===== src/rtl/ctrl_sweep_sequencer.sv =====
// ctrl_sweep_sequencer: exhaustive input sweep of exact/approx ctrl DUTs with error metrics.
// Define CTRL_SWEEP_MISR_EN to compress po_exact into a MISR signature on sig.
module ctrl_sweep_sequencer #(
  parameter int PI_W = 7,
  parameter int PO_W = 26,
  parameter int SETTLE = 1,
  parameter logic [PO_W-1:0] MISR_POLY = 26'h0000047,
  localparam int HD_W = $clog2(PO_W + 1),
  localparam int EB_W = PI_W + HD_W
) (
  input  logic            clk,
  input  logic            rst_n,
  input  logic            start,
  input  logic            abort,
  input  logic [PO_W-1:0] po_exact,
  input  logic [PO_W-1:0] po_approx,
  output logic [PI_W-1:0] pi_out,
  output logic            busy,
  output logic            done,
  output logic [PI_W:0]   err_patterns,
  output logic [EB_W-1:0] err_bits,
  output logic [HD_W-1:0] max_hd,
  output logic [PO_W-1:0] sig
);
  localparam int CW = SETTLE > 1 ? $clog2(SETTLE + 1) : 1;
  typedef enum logic [1:0] {S_IDLE, S_SETTLE, S_SAMPLE, S_DONE} state_t;
  state_t state;
  logic [CW-1:0] cnt;
  logic [HD_W-1:0] hd;
  logic [PO_W-1:0] diff;
  assign diff = po_exact ^ po_approx;
  always_comb begin
    hd = '0;
    for (int i = 0; i < PO_W; i++) hd = hd + HD_W'(diff[i]);
  end
  always_ff @(posedge clk or negedge rst_n) begin
    if (!rst_n) begin
      state <= S_IDLE;
      cnt <= '0;
      pi_out <= '0;
      busy <= 1'b0;
      done <= 1'b0;
      err_patterns <= '0;
      err_bits <= '0;
      max_hd <= '0;
    end else begin
      done <= 1'b0;
      case (state)
        S_IDLE: if (start) begin
          pi_out <= '0;
          err_patterns <= '0;
          err_bits <= '0;
          max_hd <= '0;
          cnt <= CW'(SETTLE);
          busy <= 1'b1;
          state <= SETTLE == 0 ? S_SAMPLE : S_SETTLE;
        end
        S_SETTLE: if (abort) begin
          state <= S_IDLE;
          pi_out <= '0;
          busy <= 1'b0;
        end else begin
          cnt <= cnt - CW'(1);
          state <= cnt == CW'(1) ? S_SAMPLE : S_SETTLE;
        end
        S_SAMPLE: if (abort) begin
          state <= S_IDLE;
          pi_out <= '0;
          busy <= 1'b0;
        end else begin
          err_patterns <= err_patterns + (PI_W+1)'(hd != '0);
          err_bits <= err_bits + EB_W'(hd);
          max_hd <= hd > max_hd ? hd : max_hd;
          if (&pi_out) begin
            state <= S_DONE;
            busy <= 1'b0;
            done <= 1'b1;
          end else begin
            pi_out <= pi_out + PI_W'(1);
            cnt <= CW'(SETTLE);
            state <= SETTLE == 0 ? S_SAMPLE : S_SETTLE;
          end
        end
        S_DONE: begin
          pi_out <= '0;
          state <= S_IDLE;
        end
        default: state <= S_IDLE;
      endcase
    end
  end
`ifdef CTRL_SWEEP_MISR_EN
  always_ff @(posedge clk or negedge rst_n) begin
    if (!rst_n) sig <= '0;
    else if (state == S_IDLE && start) sig <= '0;
    else if (state == S_SAMPLE && !abort)
      sig <= {sig[PO_W-2:0], 1'b0} ^ (sig[PO_W-1] ? MISR_POLY : '0) ^ po_exact;
  end
`else
  // MISR_POLY only matters when the signature is built; referencing it keeps the port list uniform.
  assign sig = MISR_POLY & {PO_W{1'b0}};
`endif
endmodule

===== config.mk =====
export PLATFORM = sky130hd
export DESIGN_NAME = ctrl_sweep_sequencer
export DESIGN_NICKNAME = d
export VERILOG_FILES = /design/src/rtl/ctrl_sweep_sequencer.sv
export SDC_FILE = /design/constraint.sdc
export NUM_CORES = 1
export LEC_CHECK = 0
export CELL_PAD_IN_SITES_DETAIL_PLACEMENT = 0
export CELL_PAD_IN_SITES_GLOBAL_PLACEMENT = 1
export CORE_MARGIN = 4
export CORE_UTILIZATION = 34
export CTS_BUF_LIST = sky130_fd_sc_hd__clkbuf_8
export DETAILED_ROUTE_END_ITERATION = 6
export PLACE_DENSITY = 0.93
export RECOVER_POWER = 25
export SYNTH_ARGS = -nofsm -noshare
export SYNTH_HDL_FRONTEND = slang
export SYNTH_SLANG_ARGS = --single-unit
export TNS_END_PERCENT = 30

===== constraint.sdc =====
create_clock -name clk -period 2.32 [get_ports clk]
set_clock_uncertainty 0.2 [all_clocks]
set_input_delay 0.696 -clock clk [delete_from_list [all_inputs] [get_ports clk]]
set_output_delay 0.696 -clock clk [all_outputs]
set_load 0.05 [all_outputs]

# ---- Word-level counts from Yosys, hierarchy flattened
# Cells that the tools add are included.
# W data, S select, Z words.
dict set report word_totals {
  ff_bits 37
  inputBits 56
  wordCells 93
}
dict set report op_classes {
  add_sub_neg 29
  n_lt_le_gt_ge 1
  eq_ne 11
  muxes 33
  n_bitwise 1
  reduce_logical 10
}
# op count
set ops {}
lappend ops {{$add A5 B1 Y5} 21}
lappend ops {{$mux W7} 4}
lappend ops {{$pmux W7 S4} 1}
lappend ops {{$xor A26 B26 Y26} 1}
lappend ops {{$mux W12} 2}
lappend ops {{$pmux W12 S2} 1}
lappend ops {{$mux W8} 2}
lappend ops {{$pmux W8 S2} 1}
lappend ops {{$mux W5} 3}
lappend ops {{$add A12 B5 Y12} 1}
lappend ops {{$ne A2 B2 Y1 const B} 6}
lappend ops {{$mux W1} 10}
lappend ops {{$mux W2} 5}
lappend ops {{$pmux W5 S2} 1}
lappend ops {{$add A8 B1 Y8} 1}
lappend ops {{$pmux W2 S4} 1}
lappend ops {{$reduce_and A4 Y1} 2}
lappend ops {{$add A7 B1 Y7 const B} 1}
lappend ops {{$reduce_and A7 Y1} 1}
lappend ops {{$ne A3 B3 Y1 const B} 2}
lappend ops {{$pmux W1 S3} 2}
lappend ops {{$reduce_and A3 Y1} 2}
lappend ops {{$add A4 B1 Y5} 1}
lappend ops {{$gt A5 B5 Y1} 1}
lappend ops {{11 further kinds} 12}

# ---- Depth between registers and ports, before layout
dict set report logic_depth {
  word_depth 30
  depth_mapped 22
  mapped_depth_nobuf 22
}

# ---- Worst setup path after synthesis
# OpenSTA, ideal clock, no wires.
dict set report synth_path {
  path_kind {in2reg}
  start {in po_approx[1]}
  end {reg max_hd[0]}
  setup_ns 0.121
  t_arrival_ns 6.329
  t_required_ns 1.999
  setup_slack_ns -4.330
  stages 19
  cell_sequence {xnor2_1 -> fa_1 -> fa_1 -> fa_1 -> fa_1 -> fa_1 -> inv_1 -> fa_1 -> ha_1 -> fa_1 -> a21o_1 -> a21oi_1 -> xnor2_1 -> ha_1 -> nand4_1 -> nor2_1 -> a2111oi_0 -> nor3_1 -> a22o_1}
}
dict set report synth_via {
  elab_chain_len 29
  word_cells_on_any_way 32
  classes_between {add/sub (25); order compare (1); eq/ne (1); mux (3); bitwise (1); reduce/logical (1)}
}
# item line_no
set synth_lines {}
lappend synth_lines {{start: declaration} 16} ;# input logic [PO_W-1:0] po_approx,
lappend synth_lines {{$xor A26 B26 Y26 *} 31} ;# assign diff = po_exact ^ po_approx;
lappend synth_lines {{$add A1 B1 Y2 *} 34} ;# for (int i = 0; i < PO_W; i++) hd = hd + HD_W'(diff[i]);
lappend synth_lines {{$add A2 B1 Y3 *} 34}
lappend synth_lines {{$add A3 B1 Y4 *} 34}
lappend synth_lines {{$add A4 B1 Y5 *} 34}
lappend synth_lines {{$add A5 B1 Y5 * (21 in series)} 34}
lappend synth_lines {{$gt A5 B5 Y1 / $mux W5 (equally long branches)} 73} ;# max_hd <= hd > max_hd ? hd : max_hd;
lappend synth_lines {{$ne A2 B2 Y1 (no source line) / $mux W5 (equally long branches)} -}
lappend synth_lines {{$reduce_and A4 Y1 (no source line) / $pmux W5 S2 (equally long branches)} -}
lappend synth_lines {{end signal: assignment} 73}
lappend synth_lines {{end: declaration} 22} ;# output logic [HD_W-1:0] max_hd,
# Every way passes the cells marked *; elsewhere a longest branch is shown, timed or not. The select of a mux whose other input is x is not followed.
# A chain may end at the register's enable or synchronous reset.

# ---- Final worst setup path
dict set report layout_path {
  start {in po_approx[15]}
  end {reg max_hd[1]}
}
dict set report layout_via {
  elab_chain_len 15
  word_cells_on_any_way 18
  classes_between {add/sub (11); order compare (1); eq/ne (1); mux (3); bitwise (1); reduce/logical (1)}
}
# item line_no
set layout_lines {}
lappend layout_lines {{$xor A26 B26 Y26 *} 31}
lappend layout_lines {{$add A5 B1 Y5 * (11 in series)} 34}
lappend layout_lines {{$gt A5 B5 Y1 / $mux W5 (equally long branches)} 73}
lappend layout_lines {{$ne A2 B2 Y1 (no source line) / $mux W5 (equally long branches)} -}
lappend layout_lines {{$reduce_and A4 Y1 (no source line) / $pmux W5 S2 (equally long branches)} -}
# Marks and branches as above.

==> qor.txt <==
ANT cells = 0
Placer Congestion = 0.8577
DRT antenna net count = 0
Dominant synthesized flop cell = dfrtp_1
Maxcap violations = 0
GRT met3 Usage = 2.550%
Slowest-stage cell, CP = fa_1
First-pass GRT wire length = 12,920 um
Vias in the first global route = 2,782
Max clock buf depth = 2
Rel. slew slack = 37.87%
Die Area = 0.01072 sq mm
H-tree depth = 2
Number of flops mapped to enable cells by yosys = 0
First DRT Iteration DRCs = 135
CTS tree = built
Startpoint types = input pin
Hold Path Class = reg2reg
Worst-Margin Slew = 0.9319 ns
Share of layout cells above drive strength 1 = 32.16%
Largest net degree at the start of global routing = 38
Critical-path cell list = buf_8, xnor2_4, fa_1, fa_1, fa_1, fa_1, fa_1, inv_1, fa_1, ha_2, fa_2, a21o_1, a21oi_2, xnor2_2, ha_4, buf_4, a2111oi_4, nor3_2, a22o_1
I/O Buffers = 89
Via count = 2,701
Critical Path End Type = flip-flop
Failing checks = setup timing
Ys async rst share = 100.0%
#FFs+latches synth = 37
RSZ-0062 raised after global routing = yes
Synth warnings = 0
Fin. Hold Viols = 0
Via/cell ratio = 4.806
Final slew viol count = 0
CTS sink cnt = 37
FP Rows = 34
Drt wl/cell = 14.01 um
Clk root buf = clkbuf_8
Reg clk slew, reported paths = 0.08 ns
Crit Path Max Fanout = 5
CTS Hold Bufs = 0
Initial antenna violation count = 0
Gr busiest metal = met2
Die Ht = 103.6 um
Sequential area share after synthesis = 29.83%
Die Wd = 103.6 um
Initial Util = 35.25%
Routed Wire Length = 7875 um
Dpl hpwl = 6366 um
Yosys cell types = 42
Nets = 554
Router iterations before antenna repair = 4
Met2 layer usage reported by global route = 26.45%
Setup CP Type = in2reg
F_max = 160.5 MHz
Clock period minus final worst setup slack = 6.230 ns
WP buf/inv = 3
Synthesized area per cell = 9.701 sq um
CTS buffer count = 5
Core footprint = 0.008806 sq mm
Area grow syn2layout = 47.12%
Tcrit/Tclk final = 268.6%
Total grt overflow = 0
Final setup fails = 25
Clock Latency Late Sink = 0.29 ns
WP data arrival = 6.20 ns
Status = finished with violations
Largest stage delay on the critical path = 0.57 ns
CP dominant cell by count = fa_1
Cells after synthesis = 320
Setup TNS Final = -89.64 ns
PnR worst setup slack = -3.910 ns
I/O Pins = 116
GR Layer Usage met1 = 16.86%
Crit-path leading delay family = adder cells
Final Util = 51.86%
Mapped cell area = 0.003104 sq mm
Critical Path RT = 2.29 ns
Tot GR Track Use = 14.33%
Remaining DRCs = 0
==> registers in the layout (all words and copies together) (netlist names) <==
register      flops
pi_out            7
err_bits         12
err_patterns      8
cnt               1
state             2
busy              1
max_hd            5
done              1
==> worst register-to-register path, delay by kind of cell, from the launching register on <==
family,cells,cell delay (ns)
buf+inv,2,0.27
flops,1,0.40
compound gates,2,0.41
simple gates,3,0.64
fa+ha+maj,1,0.30
==> area by class of cell <==
type                    count  area (sq um)
clock inverters             3         43.79
repair buffers            130          1067
fillers                   790          4239
multi-input cells         256          2240
flip-flops and latches     37         925.9
inverters                  23         86.33
clock buffers               5         68.82
well taps                 108         135.1
==> metrics by stage <==
step | instance area, sq um | instances | worst slack, ns | hold WS [ns]
after floorplan | 3287 | 345 | -3.886 | 0.2004
after global placement | 4317 | 551 | -4.552 | 0.2916
after detailed placement | 4317 | 551 | -4.715 | 0.2876
after CTS | 4544 | 562 | -4.035 | 0.3058
after global routing | 4567 | 562 | -4.091 | 0.3581
final | 4567 | 562 | -3.910 | 0.3016
==> final timing paths <==
kind                            cells after the start  slack, ns           from         endpoint
max in group asynchronous                           2       0.48          rst_n  err_patterns[0]
worst min-delay path                                2       0.30           busy             busy
worst max-delay path                               19      -3.91  po_approx[15]        max_hd[1]
worst max register to register                      8       0.05       state[0]     err_bits[11]
worst min register to register                      2       0.30           busy             busy
min in group asynchronous                           2       0.86          rst_n  err_patterns[4]
==> cells in the mapped netlist, types with 3 or more instances <==
library cell | count | area share [%]
nand2b_1 | 4 | 0.81
a211oi_1 | 4 | 0.97
fa_1 | 19 | 12
xnor2_1 | 27 | 7.6
a22o_1 | 9 | 2.5
ha_1 | 26 | 10
nand2_1 | 19 | 2.3
buf_4 | 26 | 6.3
nor3_1 | 3 | 0.48
xor2_1 | 13 | 3.7
nand3_1 | 8 | 1.3
a31oi_1 | 3 | 0.60
a21o_1 | 3 | 0.73
a21oi_1 | 13 | 2.1
dfrtp_1 | 37 | 30
inv_1 | 23 | 2.8
or3_1 | 3 | 0.60
o21ai_0 | 21 | 3.4
nand4_1 | 5 | 1.0
nor2_1 | 26 | 3.1
==> cell families (layout without fill, tap and decap cells) <==
family / Yosys count / count (layout) / share of synthesized area, %
adder cells (fa/ha/maj): 45 / 45 / 22.73
other: 1 / 26 / 0.1208
AO/OA/AOI/OAI: 66 / 66 / 14.15
flip-flops: 37 / 37 / 29.83
AND/OR/NAND/NOR: 79 / 79 / 12.37
buffers and inverters: 52 / 161 / 9.512
XOR/XNOR: 40 / 40 / 11.29
==> routing by layer <==
metal | vias to the layer above | wire [um]
li1 | 1299 | -
met1 | 1312 | 3158
met2 | 77 | 4207
met3 | 13 | 363
met4 | 0 | 145
met5 | - | 0
==> timing repair <==
| item | 4_1_cts | 5_1_grt |
|---|---|---|
| setup endpoints to repair | 25 | 26 |
| resized for setup | 111 | 24 |
| buffers inserted | 3 | 0 |
| pin swaps | 40 | 37 |
==> placed cells by master (no fill, tap or decap), types with 4 or more instances in the layout <==
master and instances:
buf_6 9, nand2_1 19, xnor2_2 12, fa_1 17, xor2_1 12, conb_1 26
clkbuf_2 4, o21ai_0 18, inv_1 22, clkdlybuf4s50_1 30, nor2_1 25, clkbuf_8 5
buf_4 72, nand4_1 5, a21oi_1 11, dfrtp_1 37, nand3_1 8, a22o_1 9
ha_1 22, xnor2_1 13, buf_2 12
Power is not shown: default switching activity piles up to over one toggle a cycle in this logic, so the estimate is an artifact.
